## config.mk

```make
export PLATFORM = sky130hd
export DESIGN_NAME = fifo1_rr_enq_arbiter
export DESIGN_NICKNAME = d
export VERILOG_FILES = /design/src/rtl/fifo1_rr_enq_arbiter.sv
export SDC_FILE = /design/constraint.sdc
export NUM_CORES = 1
export LEC_CHECK = 0
export BUFFER_PORTS_ARGS = -buffer_cell sky130_fd_sc_hd__buf_2
export CAP_MARGIN = 20
export CORE_MARGIN = 1.5
export CORE_UTILIZATION = 30
export DETAILED_ROUTE_END_ITERATION = 16
export PLACE_DENSITY_LB_ADDON = 0.15
export SLEW_MARGIN = 20
export SYNTH_ARGS = -nofsm -noshare
export SYNTH_HDL_FRONTEND = slang
export SYNTH_SLANG_ARGS = --single-unit
```

## constraint.sdc

```tcl
create_clock -name CLK -period 3.3 [get_ports CLK]
set_input_delay 0.495 -clock CLK [delete_from_list [all_inputs] [get_ports CLK]]
set_output_delay 0.495 -clock CLK [all_outputs]
set_load 0.05 [all_outputs]
```

## src/rtl/fifo1_rr_enq_arbiter.sv

```systemverilog
// -----------------------------------------------------------------------------
// fifo1_rr_enq_arbiter
//
// Purpose:
//   Shares the enq method of a single-element FIFO among NREQ requesters.
//   Requesters are served in round-robin order. One requester may keep the
//   grant for up to BURST consecutive grants while others are waiting. A
//   single registered output slot sits in front of the FIFO, so the enq data
//   and id come straight from flops. The enable is one AND gate with the
//   FIFO's ready signal.
//
// Parameters:
//   NREQ   number of requesters (2..8)
//   WIDTH  data width, matches the FIFO element
//   BURST  max consecutive grants to one requester while others wait (1..15)
//
// Ports:
//   CLK            clock
//   RST            asynchronous, active-high reset
//   req_valid      bit i: requester i has a word to enqueue
//   req_data       requester i data at [i*WIDTH +: WIDTH]
//   req_grant      one-hot or zero; requester i transfers this cycle when set
//   fifo_enq__RDY  FIFO can accept a word (independent of fifo_enq__ENA)
//   fifo_enq__ENA  enq call to the FIFO
//   fifo_enq_v     enq argument (slot data)
//   out_id         source index of the word held in the slot
//   grant_total    count of accepted requests, wraps at 2^16
// -----------------------------------------------------------------------------
module fifo1_rr_enq_arbiter #(
  parameter int NREQ  = 4,
  parameter int WIDTH = 32,
  parameter int BURST = 2,
  localparam int IDW  = $clog2(NREQ)
) (
  input  logic                  CLK,
  input  logic                  RST,
  input  logic [NREQ-1:0]       req_valid,
  input  logic [NREQ*WIDTH-1:0] req_data,
  output logic [NREQ-1:0]       req_grant,
  input  logic                  fifo_enq__RDY,
  output logic                  fifo_enq__ENA,
  output logic [WIDTH-1:0]      fifo_enq_v,
  output logic [IDW-1:0]        out_id,
  output logic [15:0]           grant_total
);

  // One extra bit so last+k can be reduced modulo NREQ without overflow.
  localparam int SUMW = IDW + 1;

  localparam logic [3:0]     CNT_MAX  = 4'(BURST - 1);
  localparam logic [IDW-1:0] LAST_RST = IDW'(NREQ - 1);

  // Slot and arbitration state.
  logic             out_valid_q, out_valid_d;
  logic [WIDTH-1:0] out_data_q,  out_data_d;
  logic [IDW-1:0]   out_id_q,    out_id_d;
  logic [IDW-1:0]   last_q,      last_d;
  logic [3:0]       cnt_q,       cnt_d;
  logic [15:0]      total_q,     total_d;

  // Combinational helpers.
  logic             can_accept_s;
  logic             grant_vld_s;
  logic [IDW-1:0]   winner_s;
  logic             found_s;
  logic [SUMW-1:0]  idx_sum_s;
  logic [IDW-1:0]   idx_s;
  logic [WIDTH-1:0] win_data_s;

  // The slot can take a new word if it is empty or draining this cycle.
  assign can_accept_s = !out_valid_q || fifo_enq__RDY;

  // Winner selection: stay on last while its burst allowance remains,
  // otherwise scan last+1 .. last (wrapping), so last is checked at the end.
  always_comb begin
    grant_vld_s = 1'b0;
    winner_s    = last_q;
    found_s     = 1'b0;
    idx_sum_s   = '0;
    idx_s       = '0;
    if (!can_accept_s || (req_valid == '0)) begin
      grant_vld_s = 1'b0;
    end else if ((cnt_q < CNT_MAX) && req_valid[last_q]) begin
      grant_vld_s = 1'b1;
      winner_s    = last_q;
    end else begin
      for (int k = 1; k <= NREQ; k++) begin
        idx_sum_s = {1'b0, last_q} + SUMW'(k);
        if (idx_sum_s >= SUMW'(NREQ)) begin
          idx_sum_s = idx_sum_s - SUMW'(NREQ);
        end else begin
          idx_sum_s = idx_sum_s;
        end
        idx_s = idx_sum_s[IDW-1:0];
        if (!found_s && req_valid[idx_s]) begin
          found_s  = 1'b1;
          winner_s = idx_s;
        end else begin
          found_s  = found_s;
        end
      end
      grant_vld_s = found_s;
    end
  end

  // One-hot grant toward the requesters.
  always_comb begin
    req_grant = '0;
    if (grant_vld_s) begin
      req_grant[winner_s] = 1'b1;
    end else begin
      req_grant = '0;
    end
  end

  // Select the winning requester's data word.
  always_comb begin
    win_data_s = '0;
    for (int i = 0; i < NREQ; i++) begin
      if (winner_s == IDW'(i)) begin
        win_data_s = req_data[i*WIDTH +: WIDTH];
      end else begin
        win_data_s = win_data_s;
      end
    end
  end

  // Next-state for slot, round-robin pointer, burst counter and grant count.
  always_comb begin
    out_valid_d = out_valid_q;
    out_data_d  = out_data_q;
    out_id_d    = out_id_q;
    last_d      = last_q;
    cnt_d       = cnt_q;
    total_d     = total_q;
    if (grant_vld_s) begin
      out_valid_d = 1'b1;
      out_data_d  = win_data_s;
      out_id_d    = winner_s;
      last_d      = winner_s;
      total_d     = total_q + 16'd1;
      // Repeated wins by the same source saturate at CNT_MAX, which makes
      // the next search pass over it first; idle cycles leave cnt alone.
      if (winner_s == last_q) begin
        if (cnt_q < CNT_MAX) begin
          cnt_d = cnt_q + 4'd1;
        end else begin
          cnt_d = CNT_MAX;
        end
      end else begin
        cnt_d = 4'd0;
      end
    end else if (out_valid_q && fifo_enq__RDY) begin
      out_valid_d = 1'b0;
    end else begin
      out_valid_d = out_valid_q;
    end
  end

  // State registers; reset discards any word held in the slot.
  always_ff @(posedge CLK or posedge RST) begin
    if (RST) begin
      out_valid_q <= 1'b0;
      out_data_q  <= '0;
      out_id_q    <= '0;
      last_q      <= LAST_RST;
      cnt_q       <= CNT_MAX;
      total_q     <= 16'd0;
    end else begin
      out_valid_q <= out_valid_d;
      out_data_q  <= out_data_d;
      out_id_q    <= out_id_d;
      last_q      <= last_d;
      cnt_q       <= cnt_d;
      total_q     <= total_d;
    end
  end

  assign fifo_enq__ENA = out_valid_q & fifo_enq__RDY;
  assign fifo_enq_v    = out_data_q;
  assign out_id        = out_id_q;
  assign grant_total   = total_q;

endmodule

```

Word level (Yosys, flattened, before mapping)
Cells that the tools add are included.
Widths: inputs -> output; s select.
- register bits after elaboration: 57
- input port bits: 135
- output and inout bits: 55
- logic and storage cells: 100
- add/sub/neg operators: 10
- magnitude comparators: 12
- equality and inequality tests: 4
- muxes and demuxes: 51
- bitwise gates (word level): 1
- reduce and logical (&&, ||, !) cells: 16
- operator list (cell ; count):
    $mux 32 ; 4
    $mux 2 ; 18
    $mux 1 ; 20
    $lt 2x3->1 const B ; 6
    $add 16x1->16 const B ; 1
    $ge 3x3->1 const B ; 4
    $mux 4 ; 3
    $bmux 1 s2 ; 5
    $sub 2x1->2 const B ; 4
    $add 2x2->3 const B ; 2
    $logic_and 1x1->1 ; 6
    $logic_not 1->1 ; 5
    $add 4x1->4 const B ; 1
    $eq 2x2->1 const B ; 2
    $logic_not 4->1 ; 1
    $lt 4x1->1 const B ; 1
    $add 2x1->3 const B ; 1
    $add 2x3->3 const B ; 1
    $demux 1 s2 ; 1
    $eq 2x1->1 const B ; 1
    $eq 2x2->1 ; 1
    $ge 2x1->1 const B ; 1
    $logic_not 2->1 ; 1
    $logic_or 1x1->1 ; 2
    2 further kinds ; 2

Depth between registers and ports, before layout
- depth after elaboration: 30
- gate-level depth with buffers: 10
- mapped depth without buffers: 8

Least setup slack after synthesis
OpenSTA, ideal clock, no wires.
- path kind: input port to output port
- from: input req_valid[1]
- to: output req_grant[0]
- data arrival time: 2705 ps
- data required time: 2805 ps
- setup slack: 100 ps
- stages on the path: 9
- buffers on the path: 3
- cell sequence: buf_6 > or3b_2 > a2bb2oi_2 > a31oi_4 > nor3_1 > or3_1 > buf_6 > buf_6 > nor2_1
- cells in the longest elaborated chain, start to end: 25
- RTL lines (element ; line ; source):
    start: declaration ; 37 ; input logic [NREQ-1:0] req_valid,
    $bmux 1 s2 ; 95 ; if (!found_s && req_valid[idx_s]) begin
    $mux 1 (not written as such) ; 95 ;
    $mux 1 ; 95 ;
    $mux 1 ; 83 ; end else if ((cnt_q < CNT_MAX) && req_valid[last_q]) begin
    $mux 1 ; 81 ; if (!can_accept_s || (req_valid == '0)) begin
    $logic_not 1->1 ; 95 ;
    $logic_and 1x1->1 ; 95 ;
    $mux 1 ; 95 ;
    [... 9 more ...] ; n/a ;
    $mux 2 ; 95 ;
    $mux 2 ; 83 ;
    $mux 2 ; 81 ;
    $lt 2x3->1 (not written as such) or $ge 2x1->1 (tied branches) ; 110 ; req_grant[winner_s] = 1'b1;
    $logic_and 1x1->1 (not written as such) ; 110 ;
    $mux 1 (not written as such) ; 110 ;
    $demux 1 s2 ; 110 ;
    $mux 4 * ; 109 ; if (grant_vld_s) begin
    end: declaration ; 39 ; output logic [NREQ-1:0] req_grant,
Mark *: on every way between the ends. The rest lies on a longest branch, timed or not. The select of a mux whose other input is x is not followed.

Worst setup path in the final report
- from: register last_q[0]
- to: output req_grant[2]
- cells in the longest elaborated chain, start to end: 30
- RTL lines (element ; line ; source):
    start: declaration ; 57 ; logic [IDW-1:0] last_q, last_d;
    start signal: assignment ; 173 ; last_q <= last_d;
    $add 2x1->3 ; 88 ; idx_sum_s = {1'b0, last_q} + SUMW'(k);
    $ge 3x3->1 or $sub 2x1->2 (tied branches) ; 89, 90 ;
    $mux 2 ; 89 ; if (idx_sum_s >= SUMW'(NREQ)) begin
    $mux 2 ; 83 ;
    $mux 2 ; 81 ;
    $bmux 1 s2 ; 95 ;
    $mux 1 (not written as such) ; 95 ;
    $mux 1 ; 95 ;
    [... 14 more ...] ; n/a ;
    $mux 2 ; 95 ;
    $mux 2 ; 83 ;
    $mux 2 ; 81 ;
    $lt 2x3->1 (not written as such) or $ge 2x1->1 (tied branches) ; 110 ;
    $logic_and 1x1->1 (not written as such) ; 110 ;
    $mux 1 (not written as such) ; 110 ;
    $demux 1 s2 ; 110 ;
    $mux 4 * ; 109 ;
Marks and branches as above.

==> results.txt <==
outcome -> complete, no violations
initial antenna violation count -> 0
DR iter-0 viols -> 86
actual slew at the worst max-slew pin -> 0.5906 ns
Slew Limit Fails -> 0
DIE HEIGHT -> 111.1 um
Max Cap Viol -> 0
max_slew headroom -> 60.63%
post-synthesis area per instance -> 11.16 um2
Reg power frac -> 20.7%
Top-Level Pins -> 190
register area -> 1430 um2
vias per cell -> 4.745
Logic pwr share -> 58.8%
number of diodes -> 0
number of synthesized flops with an enable pin -> 0
fin crit share -> 93.89%
top_reg_cell synth -> dfrtp_1
Vias -> 3094
final non-filler cell area -> 5006 um2
hold_buf cts -> 0
Clk pin slew, worst setup/hold paths -> 0.05 ns
Final Hold Viols -> 0
total CTS buffers -> 9
DRT antenna net count -> 0
fraction of layout cells with a size suffix above 1 -> 51.87%
asr flop ratio synth -> 100.0%
largest stage delay on the critical path -> 0.59 ns
HP Class -> in -> async
YS warnings -> 0
worst path required time -> 2.80 ns
Pwr per Cell Area -> 1141 nW/um2
peak supply drop -> 0.5818 mV
Die X -> 111.1 um
CP cell instances -> mux4_2 > a31oi_4 > nor3_1 > or3_4 > nor2b_2 > buf_6
switching pwr -> 2.686 mW
Worst Path Buf+Inv -> 1
Leakage -> 2.524 nW
CP endpoint kind -> output pin
CTS tree -> done
fmax -> 0.3228 GHz
# nets final -> 642
minimum clock period -> 3.098 ns
GRT Resource Usage Total -> 15.86%
Pint -> 3.026 mW
Layout fillers -> 1133
sequential area share after synthesis -> 40.81%
Worst Path Class, Setup -> reg -> out
core box area -> 11420 um2
CTS max path bufs -> 2
vias in the first global route -> 3213
# DRC -> 0
GPL Wtd Cong -> 0.8246
Clock H-tree levels -> 3
Mapped Nets -> 452
setup tns final -> 0 ns
count of cell types in the netlist -> 43
total gr overflow -> 0
Worst path depth -> 6
Syn Inst Count -> 314
Final setup viols -> 0
Slowest cell on crit path -> dfstp_2
Yosys reg bits -> 57
Reg2Reg Setup Slack -> 0.80 ns
Switching Fraction -> 47.03%
port bufs -> 189
Post-Syn Area -> 3505 um2
placed cell area -> 4583 um2
origin of the critical flop-to-flop path -> last_q[0]$_DFFE_PP1P_
RSZ-0062 raised after global routing -> false
R2R cell count -> 7
pin count of the biggest net entering global routing -> 46
clock sinks -> 57
first-pass GRT wire length -> 15.66 mm
family with the most delay on the worst path -> simple AND/OR/NAND/NOR gates
Root Buffer -> clkbuf_16
Skew-Pair Late Insertion Delay -> 0.33 ns
first-pass detailed-route iteration total -> 4
post-detail-place hpwl -> 7.000 mm
Die ar. -> 12340 um2
P&R area growth vs syn -> 42.84%
critical path arrival -> 2.60 ns
startpoint types -> flop
drt wl/cell -> 14.55 um
Multi-input gate area -> 1924 um2
Worst R2R End -> fifo_enq_v[12]$_DFFE_PP0P_
clock network fraction of total power -> 20.5%
Site Rows -> 39
maximum fanout along the worst path -> 6
clock skew -> 0.006595 ns
initial core utilization -> 30.69%
total power -> 5.712 mW
Detailed Route WL -> 9.489 mm
worst reg2reg max path, cell delays in order (launching register included):
cell and delay, ns:
dfstp_2 0.59, buf_4 0.16, mux4_2 0.50, a31oi_1 0.29, o21ai_4 0.17, buf_12 0.22, mux2i_1 0.32, o221ai_2 0.13
timing repair:
action,CTS,global route
endpoints found under the hold margin,0,0
buffers inserted,4,0
resized for setup,4,1
setup endpoints to repair,2,2
through the flow:
step | setup WS [ns] | hold WS (ns) | util [%] | instances
floorplan | 0.1000 | 0.4316 | - | 314
global placement | 0.1946 | 0.4517 | 40.14 | 632
detailed placement | 0.1789 | 0.4611 | 40.14 | 632
CTS | 0.06421 | 0.1030 | 43.81 | 652
global route | 0.09346 | 0.1149 | 43.84 | 652
finish | 0.2017 | 0.09997 | 43.84 | 652
routing by layer:
metal / vias up / wire length (um) / part of all wire (%) / track usage (%)
met2: 113 / 4524 / 48 / 26.50
li1: 1536 / - / - / -
met5: - / 0 / 0 / 0
met4: 0 / 109 / 1.1 / 5.823
met3: 7 / 599 / 6.3 / 4.265
met1: 1438 / 4256 / 45 / 19.64
how the worst max path moves through the flow:
stage | slack, ns | startpoint | endpoint
6_report | 0.20 | last_q[0]$_DFFE_PP1P_ | req_grant[2]
3_3_place_gp | 0.19 | req_valid[0] | req_grant[2]
4_1_cts | 0.06 | last_q[1]$_DFFE_PP1P_ | req_grant[2]
3_5_place_dp | 0.18 | req_valid[0] | req_grant[2]
5_1_grt | 0.09 | last_q[1]$_DFFE_PP1P_ | req_grant[2]
2_1_floorplan | 0.10 | req_valid[1] | req_grant[0]
state kept, by name (all words and copies together) (netlist names):
name         flops
cnt_q            4
out_id           2
fifo_enq_v      32
grant_total     16
out_valid_q      1
last_q           2
power groups by stage:
stage                     Sequential (mW)  Combinational [mW]  Clock [mW]
after detailed placement             1.22                3.32           0
after global placement               1.21                3.29           0
after CTS                            1.18                3.39        1.21
after floorplan                      2.03                1.81           0
after global routing                 1.23                3.59        1.25
final                                1.18                3.36        1.17
layout by cell type (no fill, tap or decap), types with 3 or more instances in the layout:
cell	n
a31oi_1	3
buf_2	187
dfrtp_1	54
inv_1	6
nand3_1	4
o21ai_0	4
nor2_1	8
o221ai_2	28
and3_1	4
dfstp_2	3
nand2_1	52
nor3_1	3
o221ai_1	5
mux2i_1	64
bufinv_16	4
clkbuf_16	9
xor2_1	4
xnor2_1	11
buf_4	13
ha_1	3
nand4_1	4
cells in the mapped netlist, drive strengths merged, types with 2 or more instances:
master,count,area share (%)
dfrtp,54,39
nor2,8,0.86
mux4,2,1.3
and3,4,0.71
and2,3,0.61
o21a,2,0.43
nand2b,2,0.36
nor3,3,0.43
inv,8,0.86
a31oi,4,1.1
o221ai,33,13
mux2i,64,18
dfstp,3,2.2
o21ai,6,0.96
nor2b,3,0.54
nand2,52,5.6
clkbuf,6,0.64
xor2,4,1.0
ha,3,1.1
xnor2,11,2.7
nand4,4,0.71
or3b,2,0.50
nand3,4,0.57
buf,17,3.5
final cells by class:
class,instances,share of cell area (%)
flip-flops and latches,57,28.57
inverters,8,0.5999
well taps,143,3.574
multi-input cells,226,38.44
clock inverters,5,2.499
clock buffers,11,5.049
repair buffers,202,21.27
kinds of logic after synthesis:
family / Yosys count / synth area share (%)
AOI/OAI and AO/OA: 51 / 17.53
xor gates and xnor gates: 15 / 3.748
adders and majority gates: 3 / 1.071
buffers and inverters: 31 / 5.034
DFF: 57 / 40.81
muxes: 67 / 19.89
and+or+nand+nor: 90 / 11.92
(Power assumes the default switching activity.)
